File: src/rtl/hazard_sequencer_if.sv
// Decode-side and pipeline-control signals between the ID control unit and the hazard sequencer.
interface hazard_sequencer_if #(
    parameter int REGW = 5,
    parameter int CNTW = 16
);
    logic            id_valid;
    logic [REGW-1:0] id_rs1;
    logic [REGW-1:0] id_rs2;
    logic            id_use_rs1;
    logic            id_use_rs2;
    logic [REGW-1:0] id_rd;
    logic            id_wen;
    logic            id_lw;
    logic            ex_redirect;
    logic            mem_busy;

    logic            pc_en;
    logic            ifid_en;
    logic            ifid_flush;
    logic            idex_bubble;
    logic            idex_en;
    logic            exmem_en;
    logic            memwb_en;
    logic [1:0]      fwd_a;
    logic [1:0]      fwd_b;
    logic [CNTW-1:0] stall_cnt;
    logic [CNTW-1:0] flush_cnt;

    modport master (
        output id_valid, id_rs1, id_rs2, id_use_rs1, id_use_rs2, id_rd, id_wen, id_lw,
        output ex_redirect, mem_busy,
        input  pc_en, ifid_en, ifid_flush, idex_bubble, idex_en, exmem_en, memwb_en,
        input  fwd_a, fwd_b, stall_cnt, flush_cnt
    );

    modport slave (
        input  id_valid, id_rs1, id_rs2, id_use_rs1, id_use_rs2, id_rd, id_wen, id_lw,
        input  ex_redirect, mem_busy,
        output pc_en, ifid_en, ifid_flush, idex_bubble, idex_en, exmem_en, memwb_en,
        output fwd_a, fwd_b, stall_cnt, flush_cnt
    );
endinterface

File: src/rtl/hazard_sequencer.sv
// Hazard sequencer for a 5-stage pipeline: scoreboard of in-flight writers,
// stage enable/bubble/flush generation, registered EX forwarding selects and
// saturating stall/redirect counters.
//
// The MEM/WB scoreboard entry is not stored: the register file writes before
// it reads, so a WB-stage writer never causes a hazard, and the forwarding
// selects are computed while the writer is still in E or M.
module hazard_sequencer #(
    parameter int FORWARDING = 1,
    parameter int REGW       = 5,
    parameter int CNTW       = 16
) (
    input  logic              i_clk,
    input  logic              i_reset,
    hazard_sequencer_if.slave bus
);
    typedef enum logic [1:0] {
        CL_RUN,
        CL_STALL,
        CL_REDIRECT,
        CL_FREEZE
    } cycle_class_e;

    logic            r_e_valid;
    logic [REGW-1:0] r_e_rd;
    logic            r_e_lw;
    logic            r_m_valid;
    logic [REGW-1:0] r_m_rd;
    logic [1:0]      r_fwd_a;
    logic [1:0]      r_fwd_b;
    logic [CNTW-1:0] r_stall_cnt;
    logic [CNTW-1:0] r_flush_cnt;

    logic            w_e_a;
    logic            w_e_b;
    logic            w_m_a;
    logic            w_m_b;
    logic            w_hazard;
    cycle_class_e    w_class;

    function automatic logic f_match(input logic v, input logic [REGW-1:0] rd,
                                     input logic [REGW-1:0] rs, input logic use_rs);
        return v && (rd != '0) && (rd == rs) && use_rs;
    endfunction

    // Youngest producer wins: EX/MEM result before MEM/WB result.
    function automatic logic [1:0] f_sel(input logic e_hit, input logic m_hit);
        if (e_hit) return 2'b01;
        if (m_hit) return 2'b10;
        return 2'b00;
    endfunction

    assign w_e_a = f_match(r_e_valid, r_e_rd, bus.id_rs1, bus.id_use_rs1);
    assign w_e_b = f_match(r_e_valid, r_e_rd, bus.id_rs2, bus.id_use_rs2);
    assign w_m_a = f_match(r_m_valid, r_m_rd, bus.id_rs1, bus.id_use_rs1);
    assign w_m_b = f_match(r_m_valid, r_m_rd, bus.id_rs2, bus.id_use_rs2);

    // With forwarding only a load result is too late for the next instruction.
    assign w_hazard = (FORWARDING != 0) ? ((w_e_a | w_e_b) & r_e_lw)
                                        : (w_e_a | w_e_b | w_m_a | w_m_b);

    // Classify the cycle; memory busy dominates because EX must hold its redirect.
    always_comb begin
        w_class = CL_RUN;
        if (bus.mem_busy)                   w_class = CL_FREEZE;
        else if (bus.ex_redirect)           w_class = CL_REDIRECT;
        else if (bus.id_valid && w_hazard)  w_class = CL_STALL;
    end

    // Drive stage enables, flush and bubble from the cycle class.
    always_comb begin
        bus.pc_en       = 1'b1;
        bus.ifid_en     = 1'b1;
        bus.ifid_flush  = 1'b0;
        bus.idex_bubble = 1'b0;
        bus.idex_en     = 1'b1;
        bus.exmem_en    = 1'b1;
        bus.memwb_en    = 1'b1;
        case (w_class)
            CL_FREEZE: begin
                bus.pc_en    = 1'b0;
                bus.ifid_en  = 1'b0;
                bus.idex_en  = 1'b0;
                bus.exmem_en = 1'b0;
                bus.memwb_en = 1'b0;
            end
            CL_REDIRECT: begin
                bus.ifid_flush  = 1'b1;
                bus.idex_bubble = 1'b1;
            end
            CL_STALL: begin
                bus.pc_en       = 1'b0;
                bus.ifid_en     = 1'b0;
                bus.idex_bubble = 1'b1;
            end
            default: ;
        endcase
    end

    // Advance scoreboard, forwarding selects and counters on every non-freeze cycle.
    always_ff @(posedge i_clk) begin
        if (i_reset) begin
            r_e_valid   <= 1'b0;
            r_e_rd      <= '0;
            r_e_lw      <= 1'b0;
            r_m_valid   <= 1'b0;
            r_m_rd      <= '0;
            r_fwd_a     <= 2'b00;
            r_fwd_b     <= 2'b00;
            r_stall_cnt <= '0;
            r_flush_cnt <= '0;
        end else if (w_class != CL_FREEZE) begin
            r_m_valid <= r_e_valid;
            r_m_rd    <= r_e_rd;
            if (w_class == CL_RUN) begin
                r_e_valid <= bus.id_valid & bus.id_wen;
                r_e_rd    <= bus.id_rd;
                r_e_lw    <= bus.id_lw;
            end else begin
                r_e_valid <= 1'b0;
                r_e_rd    <= '0;
                r_e_lw    <= 1'b0;
            end
            if ((w_class == CL_RUN) && (FORWARDING != 0)) begin
                r_fwd_a <= f_sel(w_e_a, w_m_a);
                r_fwd_b <= f_sel(w_e_b, w_m_b);
            end else begin
                r_fwd_a <= 2'b00;
                r_fwd_b <= 2'b00;
            end
            if ((w_class == CL_STALL) && (r_stall_cnt != '1))
                r_stall_cnt <= r_stall_cnt + CNTW'(1);
            if ((w_class == CL_REDIRECT) && (r_flush_cnt != '1))
                r_flush_cnt <= r_flush_cnt + CNTW'(1);
        end
    end

    assign bus.fwd_a     = r_fwd_a;
    assign bus.fwd_b     = r_fwd_b;
    assign bus.stall_cnt = r_stall_cnt;
    assign bus.flush_cnt = r_flush_cnt;
endmodule

File: src/flat_wrapper.sv
// flat-port wrapper written by rule: the top's interface ports become plain ports
module hazard_sequencer_flat 
#(
    parameter int FORWARDING = 1,
    parameter int REGW       = 5,
    parameter int CNTW       = 16
)
  (i_clk, i_reset, bus_id_valid, bus_id_rs1, bus_id_rs2, bus_id_use_rs1, bus_id_use_rs2, bus_id_rd, bus_id_wen, bus_id_lw, bus_ex_redirect, bus_mem_busy, bus_pc_en, bus_ifid_en, bus_ifid_flush, bus_idex_bubble, bus_idex_en, bus_exmem_en, bus_memwb_en, bus_fwd_a, bus_fwd_b, bus_stall_cnt, bus_flush_cnt);
  hazard_sequencer_if #(.REGW(REGW), .CNTW(CNTW)) bus_i ();
  input  logic i_clk;
  input  logic i_reset;
  input wire logic [$bits(bus_i.id_valid)-1:0] bus_id_valid;
  input wire logic [$bits(bus_i.id_rs1)-1:0] bus_id_rs1;
  input wire logic [$bits(bus_i.id_rs2)-1:0] bus_id_rs2;
  input wire logic [$bits(bus_i.id_use_rs1)-1:0] bus_id_use_rs1;
  input wire logic [$bits(bus_i.id_use_rs2)-1:0] bus_id_use_rs2;
  input wire logic [$bits(bus_i.id_rd)-1:0] bus_id_rd;
  input wire logic [$bits(bus_i.id_wen)-1:0] bus_id_wen;
  input wire logic [$bits(bus_i.id_lw)-1:0] bus_id_lw;
  input wire logic [$bits(bus_i.ex_redirect)-1:0] bus_ex_redirect;
  input wire logic [$bits(bus_i.mem_busy)-1:0] bus_mem_busy;
  output wire logic [$bits(bus_i.pc_en)-1:0] bus_pc_en;
  output wire logic [$bits(bus_i.ifid_en)-1:0] bus_ifid_en;
  output wire logic [$bits(bus_i.ifid_flush)-1:0] bus_ifid_flush;
  output wire logic [$bits(bus_i.idex_bubble)-1:0] bus_idex_bubble;
  output wire logic [$bits(bus_i.idex_en)-1:0] bus_idex_en;
  output wire logic [$bits(bus_i.exmem_en)-1:0] bus_exmem_en;
  output wire logic [$bits(bus_i.memwb_en)-1:0] bus_memwb_en;
  output wire logic [$bits(bus_i.fwd_a)-1:0] bus_fwd_a;
  output wire logic [$bits(bus_i.fwd_b)-1:0] bus_fwd_b;
  output wire logic [$bits(bus_i.stall_cnt)-1:0] bus_stall_cnt;
  output wire logic [$bits(bus_i.flush_cnt)-1:0] bus_flush_cnt;
  assign bus_i.id_valid = bus_id_valid;
  assign bus_i.id_rs1 = bus_id_rs1;
  assign bus_i.id_rs2 = bus_id_rs2;
  assign bus_i.id_use_rs1 = bus_id_use_rs1;
  assign bus_i.id_use_rs2 = bus_id_use_rs2;
  assign bus_i.id_rd = bus_id_rd;
  assign bus_i.id_wen = bus_id_wen;
  assign bus_i.id_lw = bus_id_lw;
  assign bus_i.ex_redirect = bus_ex_redirect;
  assign bus_i.mem_busy = bus_mem_busy;
  assign bus_pc_en = bus_i.pc_en;
  assign bus_ifid_en = bus_i.ifid_en;
  assign bus_ifid_flush = bus_i.ifid_flush;
  assign bus_idex_bubble = bus_i.idex_bubble;
  assign bus_idex_en = bus_i.idex_en;
  assign bus_exmem_en = bus_i.exmem_en;
  assign bus_memwb_en = bus_i.memwb_en;
  assign bus_fwd_a = bus_i.fwd_a;
  assign bus_fwd_b = bus_i.fwd_b;
  assign bus_stall_cnt = bus_i.stall_cnt;
  assign bus_flush_cnt = bus_i.flush_cnt;
  hazard_sequencer #(.FORWARDING(FORWARDING), .REGW(REGW), .CNTW(CNTW)) u_core (.i_clk(i_clk), .i_reset(i_reset), .bus(bus_i));
endmodule
File: config.mk
export PLATFORM = sky130hd
export DESIGN_NAME = hazard_sequencer_flat
export DESIGN_NICKNAME = d
export VERILOG_FILES = /design/src/rtl/hazard_sequencer_if.sv /design/src/rtl/hazard_sequencer.sv /design/src/flat_wrapper.sv
export SDC_FILE = /design/constraint.sdc
export NUM_CORES = 1
export LEC_CHECK = 0
export CAP_MARGIN = 40
export CORE_ASPECT_RATIO = 0.8
export CORE_MARGIN = 1
export CORE_UTILIZATION = 48
export DETAILED_ROUTE_END_ITERATION = 7
export GPL_ROUTABILITY_DRIVEN = 0
export PLACE_DENSITY = 0.87
export SLEW_MARGIN = 20
export SYNTH_ARGS = -nofsm -noshare
export SYNTH_HDL_FRONTEND = slang
export SYNTH_SLANG_ARGS = --single-unit
File: constraint.sdc
create_clock -name i_clk -period 2.5 [get_ports i_clk]
set_input_delay 0.25 -clock i_clk [delete_from_list [all_inputs] [get_ports i_clk]]
set_output_delay 0.25 -clock i_clk [all_outputs]
set_load 0.005 [all_outputs]
### Yosys cells after proc, flatten, opt, wreduce, memory -nomap -nowiden

Cells that the tools add are included.

* input bits: 24
* output and inout port bits: 43
* register bits after elaboration: 49
* word-level logic and storage cells: 82

* bitwise gates (word level): 3
* equality and inequality tests: 10
* reduce and logical (&&, ||, !) cells: 20
* muxes and demuxes: 38
* $add $sub $neg: 2

Operator list (number)
* $add A16 B1 Y16 const B: 2
* $ne A16 B16 Y1 const B: 2
* $mux W1: 25
* $mux W2: 12
* $eq A5 B5 Y1: 4
* $logic_and A1 B1 Y1: 13
* $reduce_bool A5 Y1: 2
* $mux W5: 1
* $eq A2 B2 Y1 const B: 2
* $reduce_and A2 Y1: 2
* $reduce_or A2 Y1: 2
* $and A1 B1 Y1: 2
* $eq A2 B1 Y1 const B: 1
* $logic_not A2 Y1: 1
* $ne A2 B2 Y1 const B: 1
* $or A1 B1 Y1: 1

### Depth between registers and ports, before layout

* depth after elaboration: 21
* mapped depth: 9
* gate-level depth less buffers: 8

### Least setup slack after synthesis

No wires, ideal clock.

* path kind: reg2out
* start point: register u_core.r_e_rd[0]
* end point: output port bus_pc_en
* path buffers: 2
* data required time: 2250 ps
* arrival: 1609 ps
* path slack: 641 ps
* stages on the path, launching flop included: 7
* path through: dfxtp_1 or4_1 or2_0 buf_2 o2111a_1 nor2_1 buf_4

* longest elaborated chain between the ends: 13
* elaborated cells on any way between the ends: 18
* those cells by class: eq/ne: 4; mux: 4; bitwise: 2; reduce/logical: 8

RTL lines
* start, declared: RTL line hazard_sequencer.sv:25 `logic [REGW-1:0] r_e_rd;`
* start signal, assigned: RTL line hazard_sequencer.sv:117 `r_e_rd <= bus.id_rd;`
* $reduce_bool A5 Y1: RTL line hazard_sequencer.sv:43 `return v && (rd != '0) && (rd == rs) && use_rs;`
* $logic_and A1 B1 Y1 (3 in series): RTL line hazard_sequencer.sv:43
* $or A1 B1 Y1 *: RTL line hazard_sequencer.sv:59 `assign w_hazard = (FORWARDING != 0) ? ((w_e_a | w_e_b) & r_e_lw)`
* $and A1 B1 Y1 *: RTL line hazard_sequencer.sv:59
* $logic_and A1 B1 Y1 *: RTL line hazard_sequencer.sv:67 `else if (bus.id_valid && w_hazard) w_class = CL_STALL;`
* $mux W1 *: RTL line hazard_sequencer.sv:67
* $mux W2 *: RTL line hazard_sequencer.sv:66 `else if (bus.ex_redirect) w_class = CL_REDIRECT;`
* $mux W2 *: RTL line hazard_sequencer.sv:65 `if (bus.mem_busy) w_class = CL_FREEZE;`
* $eq A2 B2 Y1 / $eq A2 B1 Y1 (equally long branches)
* $reduce_or A2 Y1 (no line) *
* $mux W1 *
* end, declared: RTL line flat_wrapper.sv:22 `output wire logic [$bits(bus_i.pc_en)-1:0] bus_pc_en;`

Mark *: on every way between the ends. The rest lies on a longest branch, timed or not.

### Worst setup path in the final report

* start point: register u_core.r_e_rd[4]
* end point: output port bus_idex_bubble

* longest elaborated chain between the ends: 13
* elaborated cells on any way between the ends: 18
* those cells by class: eq/ne: 4; mux: 4; bitwise: 2; reduce/logical: 8

RTL lines
* $reduce_bool A5 Y1: RTL line hazard_sequencer.sv:43
* $logic_and A1 B1 Y1 (3 in series): RTL line hazard_sequencer.sv:43
* $or A1 B1 Y1 *: RTL line hazard_sequencer.sv:59
* $and A1 B1 Y1 *: RTL line hazard_sequencer.sv:59
* $logic_and A1 B1 Y1 *: RTL line hazard_sequencer.sv:67
* $mux W1 *: RTL line hazard_sequencer.sv:67
* $mux W2 *: RTL line hazard_sequencer.sv:66
* $mux W2 *: RTL line hazard_sequencer.sv:65
* $eq A2 B2 Y1 / $eq A2 B1 Y1 (equally long branches): RTL line hazard_sequencer.sv:79 `case (w_class)`
* $reduce_or A2 Y1 (no line) *
* $mux W1 *: RTL line hazard_sequencer.sv:79
* end, declared: RTL line flat_wrapper.sv:25 `output wire logic [$bits(bus_i.idex_bubble)-1:0] bus_idex_bubble;`

Marked as above.

==> flow_summary.toml <==
[layout]
drive_above_1_share_pct = 10.4
diodes = 0
syn2layout_area_growth_pct = 35.6
fill_cells = 404
nNetsFinal = 389

[worst_setup_path]
critPathTopFamily = "simple AND/OR/NAND/NOR gates"
critPathMaxFanout = 6
cp-end-kind = "output pin"
critPathLaunchType = "register"
worst_path_largest_cell_delay_ns = 0.50
worstPathRequired_ns = 2.25
path_cells = "xor2_1, nor4_1, and3_2, o21bai_4, nand2_1, clkdlybuf4s50_1"
criticalPathCategory = "reg -> out"
cp.buffers_inverters = 1
cp_data_arrival_time_ns = 2.18
critPathSlowestCell = "clkdlybuf4s50_1"

[placed_design]
port_buffers = 66
post-place-ws_ns = -0.0594
dp_hpwl_mm = 4.67

[clocking]
ctsRootBufferMaster = "clkbuf_8"
clock-sinks = 49
htree_levels = 2
cts_hold_buf = 0
cts_tree = "built"
insertion_delay_ns = 0.30
numCtsBuffers = 5
clk_path_buf_depth = 2
path_clk_slew_ns = 0.09

[route]
drt-met1-wl_mm = 2.74
via_per_inst = 5.68
ant_nets = 0
wl_met3_um = 386
remaining_drc_errors = 0
dr.max_layer_used = "met4"
avgRoutedWirePerCell_um = 14.6
drtIter0Drc = 193
firstDrtPassIters = 5
met2_length_mm = 2.99
routed_wl_mm = 6.21
routed-via-count = 2418

[timing]
relSlewSlack_pct = 48.5
setup_ws_ns = 0.0699
tightest_slew_ns = 0.769
final_hold_viol_count = 0
clock.fmax_ghz = 0.412
period_needed_ns = 2.43
fin_tns_setup_ns = 0
final-setup-viol-count = 0
fin_crit_sh_pct = 97.2
finClkSkew_ns = 0.00224
report.final.slew_viol_count = 0

[flow_run]
drv_cap = 0

[power_and_ir_drop]
ir_worst_vdd_uv = 337
cellPowerDensity_nw_per_um2 = 449
finalPower_uw = 1520
leakagePower_uw = 0.00129

[synth]
yosys.area.top_type = "dfxtp_1"
synth_seq_cells = 49
synth_top_area_share_pct = 39.2
synth_cell_type_count = 45
postSynthAreaPerCell_um2 = 8.62
synth_warnings = 0
async_flop_share_pct = 0
synth.most_common_cell = "dfxtp_1"
seq_area_frac_synth_pct = 39.2
synth_area_leaders = "dfxtp_1 (39%), xor2_1 (8.8%), nor2_1 (5.3%), xnor2_1 (3.9%), nand2_1 (3.5%)"
synth.top_cells.by_count = "dfxtp_1 (49), nor2_1 (35), xor2_1 (25)"
syn_nets = 316
synth_cells = 290
synth_edf_count = 0
synthFlopType = "dfxtp_1"
syn_area_um2 = 2500

[global_route]
grt.total_usage_pct = 23.8
grt_max_degree = 22
grt_antenna_before_repair = 0
grt_pass1_vias = 2195
grt_overflow_total = 0
grt_pass1_wl_mm = 10.1

[min_path]
worstHoldPathType = "reg -> reg"

[floorplanning]
initial_utilization_pct = 50.0
dieArea_um2 = 5510
die_h_um = 66.6
row_count = 23
coreArea_um2 = 5010
die_w_um = 82.7
io_pins = 67

[status]
outcome = "completed"
per-layer routing:
layer | up-vias | track usage, %
met5 | - | 0
met2 | 76 | 38.8
li1 | 1181 | -
met3 | 13 | 5.62
met4 | 0 | 8.19
met1 | 1148 | 30.5
final timing paths:
path              slack, ns                        to                start  cells past startpoint
setup / recovery       0.07           bus_idex_bubble     u_core.r_e_rd[4]                      6
hold / removal         0.45       u_core.bus.fwd_b[0]  u_core.bus.fwd_b[0]                      2
setup reg to reg       0.19  u_core.bus.stall_cnt[15]     u_core.r_e_rd[4]                      8
hold reg to reg        0.45       u_core.bus.fwd_b[0]  u_core.bus.fwd_b[0]                      2
layout by cell type (no fill, tap or decap), types with 2 or more instances in the layout:
| cell type | n |
|---|---|
| nor2_1 | 34 |
| and3_2 | 2 |
| dlymetal6s2s_1 | 2 |
| clkdlybuf4s50_1 | 63 |
| nand2_1 | 23 |
| a21oi_1 | 12 |
| inv_1 | 4 |
| mux2i_1 | 8 |
| and4_1 | 3 |
| nand4_1 | 13 |
| ha_1 | 2 |
| xor2_1 | 25 |
| nor4_1 | 5 |
| nor3_1 | 5 |
| o21ai_0 | 15 |
| nor2b_1 | 3 |
| dfxtp_2 | 2 |
| clkbuf_8 | 6 |
| buf_4 | 15 |
| and3_1 | 2 |
| a22o_1 | 5 |
| or3_1 | 9 |
| o211ai_1 | 6 |
| dfxtp_1 | 47 |
| nand3_1 | 10 |
| xnor2_1 | 11 |
| or4_1 | 7 |
| and2_1 | 3 |
what timing repair did:
item	CTS	global route
setup endpoints to repair	3	3
gates resized for setup	6	4
setup buffers	1	4
pin swaps	2	1
cell families (layout without fill, tap and decap cells):
| logic type | count (synthesis) | in the layout | share of synthesized area (%) |
|---|---|---|---|
| AOI/OAI and AO/OA | 50 | 50 | 13.5 |
| and+or+nand+nor | 125 | 125 | 25.9 |
| xor gates and xnor gates | 36 | 36 | 12.6 |
| buffers and inverters | 20 | 94 | 4.60 |
| DFF | 49 | 49 | 39.2 |
| adders and majority gates | 2 | 2 | 1.00 |
| muxes | 8 | 8 | 3.20 |
area by class of cell:
type,count,area [µm²],area share [%]
inverters,5,18.8,0.554
well taps,62,77.6,2.29
repair buffers,81,777,22.9
multi-input cells,221,1420,41.8
clock inverters,1,30.0,0.886
flip-flops and latches,49,983,29.0
clock buffers,7,86.3,2.55
where the power goes:
part	switching (µW)	total, µW	internal (µW)
logic	62.3	140	78.0
clock network	257	583	326
registers	11.3	799	788
worst min-delay path: cells and delay by family (launching register included):
kind	cells	cell delay, ns
and+or+nand+nor	2	0.09
DFF	1	0.32
registers in the layout (all words and copies together), names as in the netlist, 2 cells and up:
register / flops
u_core.bus.flush_cnt: 16
u_core.bus.stall_cnt: 16
u_core.r_e_rd: 5
u_core.r_m_rd: 5
u_core.bus.fwd_a: 2
u_core.bus.fwd_b: 2
per-stage QoR:
step	hold WS [ns]	utilization, %	instances	cell area, µm²
detailed placement	0.438	64.3	413	3220
floorplan	0.376	-	290	2500
CTS	0.450	67.0	422	3350
global route	0.468	67.7	426	3390
global placement	0.431	64.3	413	3220
finish	0.447	67.7	426	3390
No activity file was read; power rests on OpenSTA's default activity.
